File: src/rtl/reloj_alarma_param.sv
// BCD HH:MM:SS wall clock with set-time/set-alarm modes, 12/24h display and snoozable alarm.
// Single clock; display outputs are registered one cycle after any internal update.
module reloj_alarma_param #(
  parameter int DIV        = 50_000_000,
  parameter int ALARM_SECS = 60,
  parameter int SNOOZE_MIN = 5
) (
  input  logic       clk,
  input  logic       rst,
  input  logic       setmin,
  input  logic       sethor,
  input  logic [1:0] modo,
  input  logic       mode_12h,
  input  logic       alarm_en,
  input  logic       snooze,
  output logic       ledseg,
  output logic [3:0] bcd1,
  output logic [3:0] bcd2,
  output logic [3:0] bcd3,
  output logic [3:0] bcd4,
  output logic       pm,
  output logic       alarma
);

  localparam int DW           = (DIV > 1) ? $clog2(DIV) : 1;
  localparam int SNOOZE_TICKS = SNOOZE_MIN * 60;
  localparam int OW           = $clog2(ALARM_SECS + 1);
  localparam int SW           = $clog2(SNOOZE_TICKS + 1);

  typedef enum logic [1:0] {
    A_IDLE,
    A_RING,
    A_SNOOZE
  } alarm_state_t;

  // Two-digit BCD increment with wrap to 00 after the given maximum.
  function automatic logic [7:0] inc_bcd(input logic [7:0] v, input logic [7:0] max);
    if (v == max) return 8'h00;
    if (v[3:0] == 4'd9) return {v[7:4] + 4'd1, 4'd0};
    return {v[7:4], v[3:0] + 4'd1};
  endfunction

  // Returns {pm, tens, units} for a 24h BCD hour shown on a 12h face.
  function automatic logic [8:0] to_12h(input logic [7:0] h);
    logic [4:0] b;
    logic [4:0] r;
    logic       p;
    b = 5'(h[7:4]) * 5'd10 + 5'(h[3:0]);
    p = (b >= 5'd12);
    if (b == 5'd0)       r = 5'd12;
    else if (b > 5'd12)  r = b - 5'd12;
    else                 r = b;
    if (r >= 5'd10) return {p, 4'd1, 4'(r - 5'd10)};
    return {p, 4'd0, r[3:0]};
  endfunction

  logic [DW-1:0] div_cnt;
  logic          tick;
  logic [7:0]    t_sec, t_min, t_hour;
  logic [7:0]    al_min, al_hour;
  logic          setmin_q, sethor_q, snooze_q;
  logic          setmin_e, sethor_e, snooze_e;
  logic          set_time, set_alarm, run_tick;
  logic [7:0]    min_inc, hour_inc, next_min, next_hour;
  logic          trigger;

  alarm_state_t  a_state, a_state_n;
  logic [OW-1:0] on_cnt, on_cnt_n;
  logic [SW-1:0] sn_cnt, sn_cnt_n;

  logic [7:0]    src_min, src_hour, disp_hour;
  logic          disp_pm;
  logic [8:0]    h12;

  assign tick      = (div_cnt == DW'(DIV - 1));
  assign setmin_e  = setmin & ~setmin_q;
  assign sethor_e  = sethor & ~sethor_q;
  assign snooze_e  = snooze & ~snooze_q;
  assign set_time  = (modo == 2'b01);
  assign set_alarm = (modo == 2'b10);
  assign run_tick  = tick & ~set_time;

  always_comb begin
    min_inc   = inc_bcd(t_min, 8'h59);
    hour_inc  = inc_bcd(t_hour, 8'h23);
    next_min  = (t_sec == 8'h59) ? min_inc : t_min;
    next_hour = (t_sec == 8'h59 && t_min == 8'h59) ? hour_inc : t_hour;
  end

  // Only a running tick that lands on HH:MM:00 can fire; alarm edits never do.
  assign trigger = run_tick & alarm_en & (t_sec == 8'h59)
                 & (next_min == al_min) & (next_hour == al_hour);

  always_ff @(posedge clk) begin
    if (rst) begin
      div_cnt  <= '0;
      setmin_q <= 1'b0;
      sethor_q <= 1'b0;
      snooze_q <= 1'b0;
    end else begin
      div_cnt  <= tick ? '0 : div_cnt + DW'(1);
      setmin_q <= setmin;
      sethor_q <= sethor;
      snooze_q <= snooze;
    end
  end

  always_ff @(posedge clk) begin
    if (rst) begin
      t_sec   <= 8'h00;
      t_min   <= 8'h00;
      t_hour  <= 8'h00;
      al_min  <= 8'h00;
      al_hour <= 8'h00;
    end else begin
      if (set_time) begin
        if (setmin_e) begin
          t_min <= min_inc;
          t_sec <= 8'h00;
        end
        if (sethor_e) t_hour <= hour_inc;
      end else if (tick) begin
        t_sec  <= inc_bcd(t_sec, 8'h59);
        t_min  <= next_min;
        t_hour <= next_hour;
      end
      if (set_alarm) begin
        if (setmin_e) al_min  <= inc_bcd(al_min, 8'h59);
        if (sethor_e) al_hour <= inc_bcd(al_hour, 8'h23);
      end
    end
  end

  always_ff @(posedge clk) begin
    if (rst) begin
      a_state <= A_IDLE;
      on_cnt  <= '0;
      sn_cnt  <= '0;
    end else begin
      a_state <= a_state_n;
      on_cnt  <= on_cnt_n;
      sn_cnt  <= sn_cnt_n;
    end
  end

  always_comb begin
    a_state_n = a_state;
    on_cnt_n  = on_cnt;
    sn_cnt_n  = sn_cnt;
    if (!alarm_en) begin
      a_state_n = A_IDLE;
      on_cnt_n  = '0;
      sn_cnt_n  = '0;
    end else begin
      case (a_state)
        A_IDLE: begin
          if (trigger) begin
            a_state_n = A_RING;
            on_cnt_n  = OW'(ALARM_SECS);
          end
        end
        A_RING: begin
          if (snooze_e) begin
            a_state_n = A_SNOOZE;
            sn_cnt_n  = SW'(SNOOZE_TICKS);
          end else if (trigger) begin
            on_cnt_n = OW'(ALARM_SECS);
          end else if (tick) begin
            if (on_cnt <= OW'(1)) begin
              a_state_n = A_IDLE;
              on_cnt_n  = '0;
            end else begin
              on_cnt_n = on_cnt - OW'(1);
            end
          end
        end
        A_SNOOZE: begin
          if (trigger || (tick && sn_cnt <= SW'(1))) begin
            a_state_n = A_RING;
            on_cnt_n  = OW'(ALARM_SECS);
            sn_cnt_n  = '0;
          end else if (tick) begin
            sn_cnt_n = sn_cnt - SW'(1);
          end
        end
        default: begin
          a_state_n = A_IDLE;
        end
      endcase
    end
  end

  assign alarma = (a_state == A_RING);

  always_comb begin
    src_min   = set_alarm ? al_min  : t_min;
    src_hour  = set_alarm ? al_hour : t_hour;
    h12       = to_12h(src_hour);
    disp_hour = src_hour;
    disp_pm   = 1'b0;
    if (mode_12h) begin
      disp_hour = h12[7:0];
      disp_pm   = h12[8];
    end
  end

  always_ff @(posedge clk) begin
    if (rst) begin
      bcd1   <= 4'd0;
      bcd2   <= 4'd0;
      bcd3   <= 4'd0;
      bcd4   <= 4'd0;
      pm     <= 1'b0;
      ledseg <= 1'b0;
    end else begin
      bcd1   <= src_min[3:0];
      bcd2   <= src_min[7:4];
      bcd3   <= disp_hour[3:0];
      bcd4   <= disp_hour[7:4];
      pm     <= disp_pm;
      ledseg <= (div_cnt < DW'(DIV / 2));
    end
  end

endmodule

File: config.mk
export PLATFORM = sky130hd
export DESIGN_NAME = reloj_alarma_param
export DESIGN_NICKNAME = d
export VERILOG_FILES = /design/src/rtl/reloj_alarma_param.sv
export SDC_FILE = /design/constraint.sdc
export NUM_CORES = 1
export LEC_CHECK = 0
export ABC_AREA = 1
export CAP_MARGIN = 20
export CORE_ASPECT_RATIO = 0.7
export CORE_MARGIN = 4
export CORE_UTILIZATION = 30
export DETAILED_ROUTE_END_ITERATION = 12
export PLACE_DENSITY = 0.53
export SYNTH_ARGS = -nofsm -noshare
export SYNTH_HDL_FRONTEND = slang
export SYNTH_SLANG_ARGS = --single-unit
File: constraint.sdc
create_clock -name clk -period 5.6 [get_ports clk]
set_input_delay 1.4 -clock clk [delete_from_list [all_inputs] [get_ports clk]]
set_output_delay 1.4 -clock clk [all_outputs]
set_load 0.005 [all_outputs]
# Yosys cells after proc, flatten, opt, wreduce, memory -nomap -nowiden
# Index checks and enable logic that the tools add are counted.
# totals
elab_cells	200
regBits	104
inputBits	9
output_inout_bits	19
# op_classes
magnitude_cmp	6
n_bitwise	14
mux	90
addsub	16
reduce_logical	24
eq_ne	28
multipliers	1
# ops
operator	n
two-way mux 8 bit	34
two-way mux 9 bit	5
adder 4 x 1 -> 4 bit (second input constant)	10
two-way mux 6 bit	6
two-way mux 1 bit	34
adder 26 x 1 -> 26 bit (second input constant)	1
equality test 26 bit (second input constant)	1
< comparator 26 x 25 -> 1 bit (second input constant)	1
equality test 8 x 7 -> 1 bit (second input constant)	3
equality test 4 bit (second input constant)	5
case mux 6 bit (3 select lines)	1
case mux 9 bit (2 select lines)	1
equality test 8 x 6 -> 1 bit (second input constant)	2
equality test 8 bit	2
two-way mux 2 bit	6
AND reduction 3 bit	4
greater-or-equal comparator 5 x 4 -> 1 bit (second input constant)	2
two-way mux 5 bit	2
!= test 2 bit (second input constant)	5
AND reduction 5 bit	2
<= comparator 9 x 1 -> 1 bit (second input constant)	1
subtractor 9 x 1 -> 9 bit (second input constant)	1
AND 1 bit	8
AND reduction 2 bit	4
22 further kinds	38

# Longest topological paths before layout
# Gate-level depths: netlist (run 1).
# depth
depth_word	13
ltp_mapped	28
ltp_nobuf	27

# Least setup slack after synthesis (run 1)
# Ideal clock, no wire load.
# synth_timing
path_type	input -> register
startpoint	input port modo[0]
endpoint	register bcd4[0]
setup_time_ps	126
cell_stages	24
required_time_ps	5474
arrival_ps	4231
path_slack_ps	1244
n_path_buf	2
cell_sequence	inv_1 > nand2_2 > buf_2 > clkbuf_1 > nand2_1 > o21ai_0 > inv_1 > ha_1 > ha_1 > nand3b_1 > nand2_1 > inv_1 > ha_1 > inv_1 > nor2_1 > o211ai_1 > nand2_1 > nor2_1 > ha_1 > inv_1 > nand2_1 > nand3_2 > nand2_1 > o21ai_0
# synth_between
elab_chain_len	11
word_cells_on_any_way	13
cone_classes	2 x add/sub; 1 x mul; 2 x order compare; 1 x eq/ne; 6 x mux; 1 x reduce/logical
# synth_rtl
element	line	source
start: declaration	12	input logic [1:0] modo,
equality test 2 bit (*)	80	assign set_alarm = (modo == 2'b10);
two-way mux 8 bit (*)	197	src_hour = set_alarm ? al_hour : t_hour;
multiplier 4 x 3 -> 4 bit	48	b = 5'(h[7:4]) * 5'd10 + 5'(h[3:0]);
adder 5 x 4 -> 5 bit	48	
subtractor 5 x 4 -> 5 bit or greater-than comparator 5 x 4 -> 1 bit (tied branches)	51	else if (b > 5'd12) r = b - 5'd12;
two-way mux 5 bit	51	
two-way mux 5 bit	50	if (b == 5'd0) r = 5'd12;
greater-or-equal comparator 5 x 4 -> 1 bit	53	if (r >= 5'd10) return {p, 4'd1, 4'(r - 5'd10)};
two-way mux 1 bit	53	
two-way mux 9 bit	54	return {p, 4'd0, r[3:0]};
two-way mux 8 bit (*)	201	if (mode_12h) begin
end signal: assignment	219	bcd4 <= disp_hour[7:4];
end: declaration	20	output logic [3:0] bcd4,
# Mark *: on every way between the ends. The rest lies on a longest branch, timed or not.
# A chain may end at the register's enable or synchronous reset.

# Worst setup path in the final report (run 1)
# layout_timing
startpoint	input port modo[1]
endpoint	register bcd3[1]
# layout_between
elab_chain_len	11
word_cells_on_any_way	15
cone_classes	3 x add/sub; 1 x mul; 2 x order compare; 1 x eq/ne; 7 x mux; 1 x reduce/logical
# layout_rtl
element	line	source
equality test 2 bit (*)	80	
two-way mux 8 bit (*)	197	
multiplier 4 x 3 -> 4 bit	48	
adder 5 x 4 -> 5 bit	48	
subtractor 5 x 4 -> 5 bit or greater-than comparator 5 x 4 -> 1 bit (tied branches)	51	
two-way mux 5 bit	51	
two-way mux 5 bit	50	
subtractor 4 bit or greater-or-equal comparator 5 x 4 -> 1 bit (tied branches)	53	
two-way mux 9 bit or two-way mux 1 bit (tied branches)	53	
two-way mux 9 bit	54	
two-way mux 8 bit (*)	201	
end signal: assignment	218	bcd3 <= disp_hour[3:0];
end: declaration	19	output logic [3:0] bcd3,
# Mark *: on every way between the ends. The rest lies on a longest branch, timed or not. The select of a mux whose other input is x is not followed.

==> results of run 1 <==
-- cell type report --
class	instances	share of cell area [%]
Sequential cell	104	28.0
Clock inverter	6	0.691
Inverter	143	7.23
Timing Repair Buffer	31	4.04
Tap cell	282	4.75
Multi-Input combinational cell	731	52.0
Clock buffer	10	3.22
-- per-stage QoR --
| step | cell area [um^2] | hold WS, ns |
|---|---|---|
| 6_report | 7430 | 0.439 |
| 4_1_cts | 7430 | 0.442 |
| 3_5_place_dp | 7140 | 0.431 |
| 3_3_place_gp | 7140 | 0.431 |
| 5_1_grt | 7430 | 0.459 |
| 2_1_floorplan | 6570 | 0.413 |
-- worst max-delay path by stage --
| stage | from | end | cells past startpoint |
|---|---|---|---|
| finish | modo[1] | bcd3[1] | 22 |
| global route | modo[1] | bcd4[0] | 21 |
| CTS | modo[1] | bcd4[0] | 21 |
| detailed placement | modo[1] | bcd4[0] | 21 |
| global placement | modo[1] | bcd4[0] | 21 |
| floorplan | modo[0] | bcd4[0] | 24 |
-- cells in the mapped netlist, types with 2 or more instances --
master / number / area share [%]
sky130_fd_sc_hd__buf_6: 2 / 0.34
sky130_fd_sc_hd__nor2_2: 6 / 0.57
sky130_fd_sc_hd__nor3_2: 2 / 0.30
sky130_fd_sc_hd__ha_1: 37 / 7.0
sky130_fd_sc_hd__nand3_4: 4 / 1.1
sky130_fd_sc_hd__nor2_4: 3 / 0.51
sky130_fd_sc_hd__clkinv_1: 3 / 0.17
sky130_fd_sc_hd__buf_2: 3 / 0.23
sky130_fd_sc_hd__o211ai_1: 6 / 0.69
sky130_fd_sc_hd__xor2_1: 16 / 2.1
sky130_fd_sc_hd__nand3_2: 8 / 1.2
sky130_fd_sc_hd__clkbuf_1: 11 / 0.63
sky130_fd_sc_hd__o21ai_0: 68 / 5.2
sky130_fd_sc_hd__nand2_2: 7 / 0.67
sky130_fd_sc_hd__inv_2: 3 / 0.17
sky130_fd_sc_hd__nand2_1: 259 / 15
sky130_fd_sc_hd__o21bai_1: 2 / 0.23
sky130_fd_sc_hd__dfxtp_1: 104 / 32
sky130_fd_sc_hd__nor4_1: 3 / 0.29
sky130_fd_sc_hd__nor3_1: 18 / 1.4
sky130_fd_sc_hd__xnor2_1: 3 / 0.40
sky130_fd_sc_hd__nand3_1: 67 / 5.1
sky130_fd_sc_hd__nand4_1: 24 / 2.3
sky130_fd_sc_hd__or2_2: 3 / 0.29
sky130_fd_sc_hd__nand2_4: 2 / 0.34
sky130_fd_sc_hd__inv_1: 137 / 7.8
sky130_fd_sc_hd__nand3b_1: 3 / 0.34
sky130_fd_sc_hd__a221oi_1: 3 / 0.40
sky130_fd_sc_hd__nor2_8: 2 / 0.61
sky130_fd_sc_hd__a21oi_1: 58 / 4.4
sky130_fd_sc_hd__nor2_1: 107 / 6.1
sky130_fd_sc_hd__a211oi_1: 7 / 0.80
sky130_fd_sc_hd__o21ai_1: 3 / 0.23
-- per-layer routing --
metal  up-vias  part of all wire [%]  routed length, um
li1       3283                     -                  -
met1      2752                    56               9010
met4         0                  0.91                147
met5         -                     0                  0
met2       106                    39               6390
met3        10                   4.2                677
-- report_power, final --
part           internal, uW  leakage, uW  switching [uW]
registers               752     0.000842            10.4
logic                  50.3      0.00217            82.1
clock network           320     0.000133             308
-- state kept, by name, summed over array words and instances, names as in the netlist, 2 cells and up --
signal / count
div_cnt: 26
sn_cnt: 9
al_hour: 8
al_min: 8
t_hour: 8
t_min: 8
t_sec: 8
on_cnt: 6
bcd1: 4
bcd2: 4
bcd3: 4
bcd4: 4
a_state: 2
-- logic make-up after synthesis --
family / count (synthesis)
buffers and inverters: 161
AOI/OAI and AO/OA: 152
xor gates and xnor gates: 20
adders and majority gates: 37
DFF: 104
and+or+nand+nor: 522
-- critical path, stage by stage --
cell and delay, ns:
sky130_fd_sc_hd__clkdlybuf4s50_1 0.49, sky130_fd_sc_hd__nand2_2 0.30, sky130_fd_sc_hd__o21ai_0 0.37, sky130_fd_sc_hd__inv_1 0.13, sky130_fd_sc_hd__ha_1 0.32, sky130_fd_sc_hd__ha_1 0.33, sky130_fd_sc_hd__nand3b_1 0.17, sky130_fd_sc_hd__nand2_1 0.12
sky130_fd_sc_hd__inv_1 0.09, sky130_fd_sc_hd__ha_1 0.21, sky130_fd_sc_hd__inv_1 0.07, sky130_fd_sc_hd__nor2_1 0.06, sky130_fd_sc_hd__o211ai_1 0.15, sky130_fd_sc_hd__nand2_1 0.09, sky130_fd_sc_hd__nor2_1 0.15, sky130_fd_sc_hd__ha_1 0.19
sky130_fd_sc_hd__inv_1 0.04, sky130_fd_sc_hd__nand2_1 0.13, sky130_fd_sc_hd__nand3_2 0.12, sky130_fd_sc_hd__nand2_1 0.08, sky130_fd_sc_hd__nand3_1 0.06, sky130_fd_sc_hd__nand2_1 0.06
==> results.txt, run 1 <==
----------------------------------------------------
[Status]
  Run status ... finished clean

[Floorplan]
  Count of pins on the block boundary ... 28
  Die W ... 185 um
  Number of core rows ... 45
  Area of the placeable core ... 21600 um^2
  Total Die Area ... 24400 um^2
  Initial core utilization ... 30.4%
  Die height ... 132 um

[Setup path]
  Reg2Reg Depth ... 22
  Startpoint class of the critical path ... input pin
  CP required ... 5.90 ns
  Maximum fanout along the worst path ... 32
  Element type at the critical path end ... register
  Class of the most critical setup path ... in -> reg
  Reg2Reg Setup Slack ... 2.25 ns
  End of the worst register-to-register path ... bcd3[1]
  Critical path arrival ... 5.16 ns
  Crit Reg-Reg Startpoint ... t_hour[4]

[Synthesis]
  Sequential fraction of the synthesis area ... 31.7%
  Post-synthesis compound-gate area fraction ... 12.6%
  Simple logic cell fraction of the synthesized area ... 36.4%
  Synthesized cell area ... 6570 um^2
  Post-synthesis cell type count ... 45
  Yosys warns ... 0
  Combinational family with the most area after synthesis ... simple AND/OR/NAND/NOR gates
  Most instantiated flip-flop cell in the synthesis netlist ... sky130_fd_sc_hd__dfxtp_1
  Mapped Nets ... 1042
  Adder-Cell Fraction of Synth Area ... 7.04%
  Share of synthesized area spent on multiplexers ... 0%
  Number of instances in the synthesized netlist ... 996
  Avg Inst Size Synth ... 6.60 um^2
  Number of enable flip-flop cells after synthesis ... 0
  Synthesized-area fraction occupied by xor and xnor cells ... 2.78%
  Async set-reset flop share out of synthesis ... 0%
  Flop and latch count out of synthesis ... 104

[Clock network]
  Number of levels in the clock H-tree ... 3
  Num CTS Buffers ... 9
  CTS max path bufs ... 2
  Count of clock tree sinks ... 104
  Clock root buffer ... sky130_fd_sc_hd__clkbuf_16
  Reg clk slew, reported paths ... 0.07 ns
  Total setup buffers inserted after CTS ... 0
  Gates resized, CTS repair ... 0
  TritonCTS clock tree ... done
  Source-to-sink clock delay at the later pin of the worst-skew pair ... 0.36 ns
  Cts-stage hold buffer count ... 0

[Min path]
  Kind of path behind the tightest hold check ... reg -> reg
  Worst Hold Endpoint ... div_cnt[0]
  Worst hold path cell count ... 1
  Hold path startpoint ... div_cnt[0]

[GRT]
  Wire length of the first global-routing pass ... 28200 um
  GR met1 Demand/Resource ... 21.6%
  Most used routing layer ... met1
  Largest net degree at the start of global routing ... 33
  Vias in the first global route ... 5703
  Overall Global Routing Usage ... 13.8%
  Total global routing overflow ... 0
  Initial antenna violation count ... 0
  Global routing met2 resource utilization ... 19.5%
  M3 GR Usage ... 2.62%

[Pwr]
  Pwr Total ... 1520 uW
  Standby leakage power ... 0.00314 uW
  Max rail drop VDD ... 0.125 mV
  Power density over the cells ... 205 nW/um^2

[Placement]
  Worst slack, placed ... 0.393 ns
  Cell Count Post-Placement ... 1291
  Global placement routability congestion ... 0.813
  Final HPWL DP ... 12200 um
  Number of buffers inserted by port buffering ... 27

[Cells and area]
  Most frequent standard cell in the layout excluding fill and tap cells ... sky130_fd_sc_hd__nand2_1
  Diode insertion count for antenna repair ... 0
  Utilization after layout ... 34.3%
  Fraction of final layout cells with drive strength greater than 1 ... 6.15%
  Total area of sequential cells ... 2080 um^2
  Number of nets in the layout ... 1066
  Number of cells in the finished layout apart from fillers ... 1307
  Area growth syn-to-layout ... 13.0%
  Commonest cells after routing, fill and taps aside ... 259 x sky130_fd_sc_hd__nand2_1, 137 x sky130_fd_sc_hd__inv_1, 107 x sky130_fd_sc_hd__nor2_1, 104 x sky130_fd_sc_hd__dfxtp_1, 68 x sky130_fd_sc_hd__o21ai_0
  Area of combinational cells with multiple inputs ... 3860 um^2
  Number of fill cells ... 2384

[STA]
  Number of failing setup endpoints in the final timing report ... 0
  Slew at the pin closest to its max-slew limit ... 0.812 ns
  Final Skew ... 0.0120 ns
  Worst max-slew margin expressed relative to the limit ... 45.6%
  Aggregate negative setup slack ... 0 ns
  Minimum clock period ... 4.86 ns
  Timing-limited maximum frequency ... 206 MHz
  Number of pins with negative max-slew slack in the final report ... 0
  Unrepaired setup endpoints after global routing ... false
  Fraction of the cycle the final worst path needs ... 86.7%
  Final hold violation count ... 0
  Final worst slack ... 0.743 ns

[Route]
  Final routed DRC violation total ... 0
  First-pass detailed-route iteration total ... 5
  Remaining antenna violation count ... 0
  Total vias in the final route ... 6151
  Number of violations reported at the end of detailed-routing iteration 0 ... 327
  Total length of routed wires ... 16200 um
  Via density per instance ... 4.71
  Average routed wire per standard cell ... 12.4 um

[Job]
  Number of max-cap violations ... 0

----------------------------------------------------
(Power assumes the default switching activity.)
==> run 2, diff against run 1 <==
Settings changed: CAP_MARGIN 20 to not set, CTS_BUF_LIST set to sky130_fd_sc_hd__clkbuf_8 sky130_fd_sc_hd__clkbuf_16.
==> results of run 2 <==
Final layout, timing and power as in run 1 (identical DEF).
==> run 3, diff against run 2 <==
Settings changed: SETUP_SLACK_MARGIN set to 0.4.
==> results.txt, run 3 (synthesized netlist as in run 1, its figures left out) <==
----------------------------------------------------
[Pwr]
  Max rail drop VDD ... 0.125 mV (-0.15%)
  Pwr Total ... 1520 uW (about the same)
  Standby leakage power ... 0.00315 uW (+0.14%)
  Power density over the cells ... 205 nW/um^2 (about the same)

[Setup path]
  Cell repeated most along the worst path ... sky130_fd_sc_hd__nand2_1
  Critical path arrival ... 4.92 ns (-0.24 ns)
  End of the worst register-to-register path ... bcd3[1]
  Reg2Reg Setup Slack ... 2.27 ns (+0.02 ns)
  Worst-path cell chain ... clkdlybuf4s50_1, inv_1, nand2_4, nand2_1, o21ai_1, inv_1, ha_1, ha_1, nand3b_1, nand2_1, inv_1, ha_1, inv_1, nor2_1, o211ai_1, nand2_1, nor2_1, ha_1, inv_1, nand2_1, nand3_2, nand2_1, nand3_1, nand2_1
  Startpoint class of the critical path ... input pin
  Stage delay of the slowest cell on the critical path ... 0.45 ns (-0.04 ns)
  Element type at the critical path end ... register
  Launching element of the worst setup path ... modo[0]
  Maximum fanout along the worst path ... 32 (unchanged)
  Crit Reg-Reg Startpoint ... al_hour[6]
  Capture point of the worst path ... bcd3[1]
  Master of the slowest instance on the critical path ... sky130_fd_sc_hd__clkdlybuf4s50_1
  Class of the most critical setup path ... in -> reg
  Reg2Reg Depth ... 20 (-9.1%)
  CP required ... 5.90 ns (about the same)

[Route]
  Via density per instance ... 4.69 (-0.26%)
  Uppermost layer routed ... met4
  Remaining antenna violation count ... 0 (unchanged)
  WL met2 ... 6380 um (-0.20%)
  Amount of wire on met3 after detailed routing ... 629 um (-7.1%)
  Number of violations reported at the end of detailed-routing iteration 0 ... 336 (+2.8%)
  Final routed DRC violation total ... 0 (unchanged)
  Total length of routed wires ... 16200 um (about the same)
  Total vias in the final route ... 6135 (-0.26%)
  Average routed wire per standard cell ... 12.4 um (about the same)
  Wl on met1 ... 9080 um (+0.74%)
  First-pass detailed-route iteration total ... 5 (unchanged)

[Cells and area]
  Largest registers ... div_cnt x26, sn_cnt x9
  Commonest cells after routing, fill and taps aside ... 259 x sky130_fd_sc_hd__nand2_1, 137 x sky130_fd_sc_hd__inv_1, 107 x sky130_fd_sc_hd__nor2_1, 104 x sky130_fd_sc_hd__dfxtp_1, 67 x sky130_fd_sc_hd__nand3_1
  Number of nets in the layout ... 1066 (unchanged)
  Total area of sequential cells ... 2080 um^2 (unchanged)
  Number of flip-flops under the largest register name ... 26 (unchanged)
  Area growth syn-to-layout ... 13.1% (about the same)
  Number of fill cells ... 2383 (-0.042%)
  Fraction of final layout cells with drive strength greater than 1 ... 6.15% (unchanged)
  Most frequent standard cell in the layout excluding fill and tap cells ... sky130_fd_sc_hd__nand2_1
  Top reg by flops ... div_cnt
  Number of cells in the finished layout apart from fillers ... 1307 (unchanged)
  Diode insertion count for antenna repair ... 0 (unchanged)
  Area of combinational cells with multiple inputs ... 3870 um^2 (+0.13%)

[Placement]
  Cell Count Post-Placement ... 1291 (unchanged)
  Final HPWL DP ... 12200 um (unchanged)
  Global placement routability congestion ... 0.813 (unchanged)
  Number of buffers inserted by port buffering ... 27 (unchanged)
  Worst slack, placed ... 0.393 ns (unchanged)

[GRT]
  Vias in the first global route ... 5703 (unchanged)
  Initial antenna violation count ... 0 (unchanged)
  Wire length of the first global-routing pass ... 28200 um (unchanged)
  Overall Global Routing Usage ... 13.8% (unchanged)
  Total global routing overflow ... 0 (unchanged)
  Largest net degree at the start of global routing ... 33 (unchanged)

[STA]
  Final Skew ... 0.0120 ns (-0.00000680 ns)
  Slew at the pin closest to its max-slew limit ... 0.812 ns (+0.0000000596 ns)
  Timing-limited maximum frequency ... 216 MHz (+5.1%)
  Final hold violation count ... 0 (unchanged)
  Fraction of the cycle the final worst path needs ... 82.5% (-4.2 points)
  Number of failing setup endpoints in the final timing report ... 0 (unchanged)
  Aggregate negative setup slack ... 0 ns (unchanged)
  Worst max-slew margin expressed relative to the limit ... 45.6% (about the same)
  Number of pins with negative max-slew slack in the final report ... 0 (unchanged)
  Final worst slack ... 0.979 ns (+0.236 ns)
  Minimum clock period ... 4.62 ns (-0.236 ns)
  Final Hold Slack ... 0.439 ns (+0.00000100 ns)
  Unrepaired setup endpoints after global routing ... false

[Min path]
  Kind of path behind the tightest hold check ... reg -> reg

[Clock network]
  Count of clock tree sinks ... 104 (unchanged)
  CTS max path bufs ... 2 (unchanged)
  Number of levels in the clock H-tree ... 3 (unchanged)
  Clock root buffer ... sky130_fd_sc_hd__clkbuf_16
  TritonCTS clock tree ... done
  Num CTS Buffers ... 9 (unchanged)
  Source-to-sink clock delay at the later pin of the worst-skew pair ... 0.36 ns (about the same)
  Cts-stage hold buffer count ... 0 (unchanged)
  Reg clk slew, reported paths ... 0.07 ns (about the same)

[Floorplan]
  Count of pins on the block boundary ... 28 (unchanged)
  Die height ... 132 um (unchanged)
  Total Die Area ... 24400 um^2 (unchanged)
  Area of the placeable core ... 21600 um^2 (unchanged)
  Initial core utilization ... 30.4% (unchanged)
  Number of core rows ... 45 (unchanged)
  Die W ... 185 um (unchanged)

[Status]
  Run status ... finished clean

[Job]
  Number of max-cap violations ... 0 (unchanged)

----------------------------------------------------
[run 3: through the flow]
stage / cell area (um^2) / util, %
global route: 7430 / 34.4
CTS: 7430 / 34.3
finish: 7430 / 34.4
floorplan: 6570 / -
detailed placement: 7140 / 33.0
global placement: 7140 / 33.0
[run 3: repair_timing]
action,4_1_cts,5_1_grt
setup buffers,0,0
endpoints found under the hold margin,0,0
endpoints found under the setup margin,0,3
resized for setup,0,3
[run 3: area by class of cell]
cell class / instances / share of cell area [%]
Clock buffer: 10 / 3.22
Clock inverter: 6 / 0.690
Multi-Input combinational cell: 731 / 52.1
Timing Repair Buffer: 31 / 4.04
Sequential cell: 104 / 28.0
Inverter: 143 / 7.22
Tap cell: 282 / 4.75
[run 3: worst min path at each step]
stage | startpoint | endpoint | slack (ns) | cells past startpoint
floorplan | div_cnt[0] | div_cnt[0] | 0.41 | 1
global placement | div_cnt[0] | div_cnt[0] | 0.43 | 1
detailed placement | div_cnt[0] | div_cnt[0] | 0.43 | 1
CTS | div_cnt[0] | div_cnt[0] | 0.44 | 1
global route | div_cnt[0] | div_cnt[0] | 0.46 | 1
finish | div_cnt[0] | div_cnt[0] | 0.44 | 1
[run 3: critical path: cells and delay by family]
family	cells	cell delay, ns
buffers and inverters	6	0.81
and+or+nand+nor	12	1.37
adders and majority gates	4	1.04
AOI/OAI and AO/OA	2	0.28
[run 3: layer usage]
metal	global-route usage [%]	up-vias
li1	-	3281
met5	0	-
met3	2.62	10
met2	19.5	101
met4	2.93	0
met1	21.6	2743
[run 3: power breakdown]
part	switching [uW]	total, uW	internal [uW]
registers	10.4	763	752
clock network	309	628	320
logic	82.6	133	50.5
